$ cat src/rtl/audio_pkg.sv
// audio_pkg: shared audio datapath defaults and controller/deserializer state encodings
package audio_pkg;
    localparam int DEFAULT_WORD_LENGTH = 16;
    localparam int DEFAULT_CLOCK_DIV = 42;
    typedef enum logic {DESER_STATE_IDLE, DESER_STATE_SHIFT} deserializer_state_t;
    typedef enum logic [1:0] {CTRL_STATE_IDLE, CTRL_STATE_RECORD, CTRL_STATE_PLAYBACK} controller_state_t;
endpackage

$ cat src/rtl/bit_rate_prescaler.sv
// bit_rate_prescaler: counts 0..CLOCK_DIV-1 while enabled and flags the last count as a bit tick
module bit_rate_prescaler #(
    parameter int CLOCK_DIV = 42
) (
    input  logic clock_i,
    input  logic reset_i,
    input  logic clear_i,
    input  logic enable_i,
    output logic tick_o
);
    localparam int PW = $clog2(CLOCK_DIV);
    localparam logic [PW-1:0] LAST = PW'(CLOCK_DIV - 1);
    logic [PW-1:0] count_q, count_d;
    assign tick_o = enable_i && (count_q == LAST);
    always_comb count_d = (clear_i || tick_o) ? '0 : (enable_i ? count_q + 1'b1 : count_q);
    always_ff @(posedge clock_i) begin
        if (reset_i) count_q <= '0;
        else count_q <= count_d;
    end
endmodule

$ cat src/rtl/playback_deserializer.sv
// playback_deserializer: shifts memory words out serially to the audio PWM line with a done handshake.
// Define PLAYBACK_LSB_FIRST_EN to emit each word LSB first instead of MSB first.
module playback_deserializer
    import audio_pkg::*;
#(
    parameter int WORD_LENGTH = DEFAULT_WORD_LENGTH,
    parameter int CLOCK_DIV = DEFAULT_CLOCK_DIV
) (
    input  logic                   clock_i,
    input  logic                   reset_i,
    input  logic                   enable_i,
    input  logic [WORD_LENGTH-1:0] data_i,
    output logic                   done_o,
    output logic                   audio_pwm_o,
    output logic                   audio_sd_o,
    output logic                   busy_o
);
    localparam int CW = $clog2(WORD_LENGTH);
    localparam logic [CW-1:0] LAST_BIT = CW'(WORD_LENGTH - 1);
    deserializer_state_t state_q, state_d;
    logic [WORD_LENGTH-1:0] shreg_q, shreg_d, shifted;
    logic [CW-1:0] cnt_q, cnt_d;
    logic done_q, done_d, pwm_q, pwm_d, sd_q, sd_d;
    logic tick, presc_clear, out_bit;

    bit_rate_prescaler #(.CLOCK_DIV(CLOCK_DIV)) u_prescaler (
        .clock_i (clock_i),
        .reset_i (reset_i),
        .clear_i (presc_clear),
        .enable_i(state_q == DESER_STATE_SHIFT),
        .tick_o  (tick)
    );

`ifdef PLAYBACK_LSB_FIRST_EN
    assign shifted = shreg_q >> 1;
    assign out_bit = shreg_d[0];
`else
    assign shifted = shreg_q << 1;
    assign out_bit = shreg_d[WORD_LENGTH-1];
`endif

    always_comb begin
        state_d = state_q;
        shreg_d = shreg_q;
        cnt_d = cnt_q;
        done_d = 1'b0;
        presc_clear = 1'b0;
        if (state_q == DESER_STATE_IDLE) begin
            if (enable_i) begin
                state_d = DESER_STATE_SHIFT;
                shreg_d = data_i;
                cnt_d = '0;
                presc_clear = 1'b1;
            end
        end else if (tick) begin
            if (cnt_q == LAST_BIT) begin
                // final-bit decision uses enable_i on this edge: reload seamlessly or drain to idle
                done_d = 1'b1;
                cnt_d = '0;
                shreg_d = enable_i ? data_i : '0;
                state_d = enable_i ? DESER_STATE_SHIFT : DESER_STATE_IDLE;
            end else begin
                shreg_d = shifted;
                cnt_d = cnt_q + 1'b1;
            end
        end
        pwm_d = (state_d == DESER_STATE_SHIFT) && out_bit;
        sd_d = state_d == DESER_STATE_SHIFT;
    end

    always_ff @(posedge clock_i) begin
        if (reset_i) begin
            state_q <= DESER_STATE_IDLE;
            shreg_q <= '0;
            cnt_q <= '0;
            done_q <= 1'b0;
            pwm_q <= 1'b0;
            sd_q <= 1'b0;
        end else begin
            state_q <= state_d;
            shreg_q <= shreg_d;
            cnt_q <= cnt_d;
            done_q <= done_d;
            pwm_q <= pwm_d;
            sd_q <= sd_d;
        end
    end

    assign done_o = done_q;
    assign audio_pwm_o = pwm_q;
    assign audio_sd_o = sd_q;
    assign busy_o = state_q == DESER_STATE_SHIFT;
endmodule

$ cat config.mk
export PLATFORM = sky130hd
export DESIGN_NAME = playback_deserializer
export DESIGN_NICKNAME = d
export VERILOG_FILES = /design/src/rtl/audio_pkg.sv /design/src/rtl/bit_rate_prescaler.sv /design/src/rtl/playback_deserializer.sv
export SDC_FILE = /design/constraint.sdc
export NUM_CORES = 1
export LEC_CHECK = 0
export CAP_MARGIN = 20
export CELL_PAD_IN_SITES_DETAIL_PLACEMENT = 0
export CELL_PAD_IN_SITES_GLOBAL_PLACEMENT = 1
export CORE_MARGIN = 2
export CORE_UTILIZATION = 39
export DETAILED_ROUTE_END_ITERATION = 10
export GPL_ROUTABILITY_DRIVEN = 0
export GPL_TIMING_DRIVEN = 0
export PLACE_DENSITY_LB_ADDON = 0.08
export SLEW_MARGIN = 25
export SYNTH_ARGS = -nofsm -noshare
export SYNTH_HDL_FRONTEND = slang
export SYNTH_SLANG_ARGS = --single-unit
$ cat constraint.sdc
create_clock -name clock_i -period 1.8 [get_ports clock_i]
set_clock_uncertainty 0.1 [all_clocks]
set_input_delay 0.27 -clock clock_i [delete_from_list [all_inputs] [get_ports clock_i]]
set_output_delay 0.27 -clock clock_i [all_outputs]
set_load 0.05 [all_outputs]
==> impl_metrics.yaml <==
yosys:
  yosysWarnings: 0
  synth_nets: 186
  synth.avg_cell_area_um2: 8.52
  synth_top_area_cell: "dfxtp_1"
  synthDistinctLibCells: 37
  syn-cell-area_um2: 1400
  yosysMostFrequentCell: "dfxtp_1"
  synth_top_area_share_pct: 41.5
  synthTopCellsByArea: "dfxtp_1 42%, a311oi_1 6.3%, nand2_1 4.8%"
  ys_seq_elements: 29
  synth_seq_area_share_pct: 41.5
  synthFlopType: "dfxtp_1"
  synth_enable_flop_cells: 0
  postSynthCellCount: 164
  netlist_top_cells_count: "29 x dfxtp_1, 18 x nand2_1, 17 x nor2_1, 13 x nand3_1, 10 x a311oi_1"
  synthArstFlopShare_pct: 0
setup_path:
  ff2ff_path_depth: 6
  r2r-end: "shreg_q[9]$_SDFFE_PP0P_"
  cp.required_ns: 1.98
  worst_setup_path_end_kind: "flip-flop"
  startpoint_type: "flip-flop"
  crit_chain: "ha_2, and3_2, buf_6, nand3_1, a311oi_1, o21a_1"
  cpPeakStageDelay_ns: 0.37
  worstSetupPathType: "reg -> reg"
  worstPathMaxFanout: 10
  reg2reg_from: "cnt_q[1]$_SDFFE_PP0P_"
  reg2reg_slack_ns: 0.10
  cp_data_arrival_time_ns: 1.88
  slowest_stage: "dfxtp_1"
  crit_path_start: "cnt_q[1]$_SDFFE_PP0P_"
sta:
  slew_headroom_pct: 65.8
  final.setup.tns_ns: 0
  worst_pin_slew_ns: 0.513
  rsz0062_at_grt: "true"
  fin_crit_sh_pct: 94.2
  setup_viol: 0
  maxSlewViolCount: 0
  whs_ns: 0.331
  period_needed_ns: 1.70
  max_freq_mhz: 590
  final_hold_viol_count: 0
drt:
  drtPass1Iterations: 4
  drtIter0Drc: 50
  routed_via_density: 5.61
  num_vias: 1341
  postRouteAntennaNets: 0
  drt-wirelength-per-cell_um: 14.0
  drcViolationCount: 0
  routed_wl_um: 3340
global_route:
  grt.total_usage_pct: 17.6
  grt-busiest-layer: "met2"
  globalRoute.totalOverflow: 0
  gr-usage-met1_pct: 21.4
  grt_pass1_vias: 1267
  grt_start_max_net_pins: 11
  antenna_found_initial: 0
  globalRouteMet2Util_pct: 29.4
  grt_pass1_wl_um: 5660
  gr-usage-met3_pct: 4.75
pwr:
  power.density_nw_per_um2: 717
  irDropWorstVdd_uv: 389
  power_mw: 1.27
  power.leakage_nw: 0.669
hold_path:
  whs_endpoint: "cnt_q[3]$_SDFFE_PP0P_"
  hold_start: "reset_i"
  hold_depth: 2
  worst_hold_path_type: "in -> reg"
cells_and_area:
  fin_nets: 214
  n_antenna_cell: 0
  syn_to_final_growth_pct: 27.1
  design_area_um2: 1780
  drive_above_1_share_pct: 18.7
  layoutNonFillerInstCount: 239
place:
  port_buffers: 21
  placedCellCount: 231
  hpwlAfterDp_um: 2400
  dpl_cell_area_um2: 1670
status:
  status: "completed"
floorplanning:
  start_util_pct: 41.2
  die_x_um: 63.9
  fp.coreArea_um2: 3390
  ios: 23
  fp.dieH_um: 63.9
  rows: 21
  die_area_um2: 4080
clocking:
  clk_pin_slew_ns: 0.09
  cts_tree: "yes"
  clk_path_buf_depth: 2
  htree_levels: 2
  insertion_delay_ns: 0.33
  numCtsBuffers: 5
  root_buffer: "clkbuf_4"
  clock-sinks: 29
  ctsHoldBuffers: 0
job:
  max-cap-violations: 0
## area by class of cell
class	instances	area, um2
fill	336	1610
inverter	3	11.3
sequential	29	586
buffer	12	68.8
multi-input combinational	119	792
timing repair buffer	22	213
clock buffer	8	48.8
tap	46	57.6
## placed cells by master, fill, tap and decap left out, types with 3 or more instances in the layout
master / synthesis / layout
inv_1: 3 / 3
o21a_1: 9 / 9
clkbuf_2: 1 / 3
clkbuf_4: 0 / 7
clkbuf_1: 8 / 7
dlygate4sd2_1: 0 / 4
dfxtp_2: 0 / 4
clkdlybuf4s50_1: 0 / 17
a21oi_1: 8 / 8
nand2_1: 18 / 18
o221a_2: 5 / 5
nor2_1: 17 / 17
a311oi_1: 10 / 7
nor3_1: 7 / 7
xor2_1: 3 / 3
nand3_1: 13 / 12
dfxtp_1: 29 / 25
a311oi_2: 0 / 3
## worst max-delay path, delay by kind of cell, from the launching register on
kind	cells	cell delay (ns)
AOI/OAI and AO/OA	2	0.49
DFF	1	0.37
and+or+nand+nor	2	0.32
adders and majority gates	1	0.21
buffers and inverters	1	0.16
## repair_timing
item                                    CTS  global route
pin swaps                                 0             1
setup buffers                             0             1
gates resized for setup                  12            17
endpoints found under the setup margin   26            24
## flip-flops by register name, indices dropped and copies added, names as in the netlist
register             flops
u_prescaler.count_q      6
shreg_q                 16
audio_pwm_o              1
done_o                   1
cnt_q                    4
audio_sd_o               1
## how the worst max path moves through the flow
| stage | slack [ns] | depth (start not counted) | endpoint |
|---|---|---|---|
| 6_report | 0.10 | 6 | shreg_q[9]$_SDFFE_PP0P_ |
| 5_1_grt | -0.01 | 5 | shreg_q[10]$_SDFFE_PP0P_ |
| 4_1_cts | 0.003 | 6 | shreg_q[8]$_SDFFE_PP0P_ |
| 3_5_place_dp | -0.23 | 5 | shreg_q[4]$_SDFFE_PP0P_ |
| 3_3_place_gp | -0.22 | 6 | shreg_q[13]$_SDFFE_PP0P_ |
| 2_1_floorplan | 0.10 | 5 | shreg_q[14]$_SDFFE_PP0P_ |
## power by group
group / switching, mW / internal, mW
sequential: 0.0195 / 0.677
clock: 0.223 / 0.155
combinational: 0.104 / 0.0957
## metal layers
| metal | vias to the layer above | routed length (um) | part of all wire [%] |
|---|---|---|---|
| met5 | - | 0 | 0 |
| met4 | 0 | 48 | 1.4 |
| met3 | 6 | 124 | 3.7 |
| met2 | 24 | 1570 | 47 |
| met1 | 654 | 1600 | 48 |
| li1 | 657 | - | - |
## logic make-up (layout without fill, tap and decap cells)
logic type | count (synthesis) | in the layout | share of synthesized area (%)
compound gates | 43 | 43 | 23.7
xor+xnor | 5 | 5 | 3.13
fa+ha+maj | 3 | 3 | 2.69
buf+inv | 16 | 45 | 4.92
flops | 29 | 29 | 41.5
mux | 1 | 1 | 0.806
simple gates | 67 | 67 | 23.2
## metrics by stage
stage / utilization (%) / setup slack [ns]
6_report: 52.4 / 0.104
3_5_place_dp: 49.2 / -0.227
2_1_floorplan: - / 0.101
4_1_cts: 51.0 / 0.00315
5_1_grt: 52.4 / -0.0126
3_3_place_gp: 49.2 / -0.215
No activity file was read; power rests on OpenSTA's default activity.
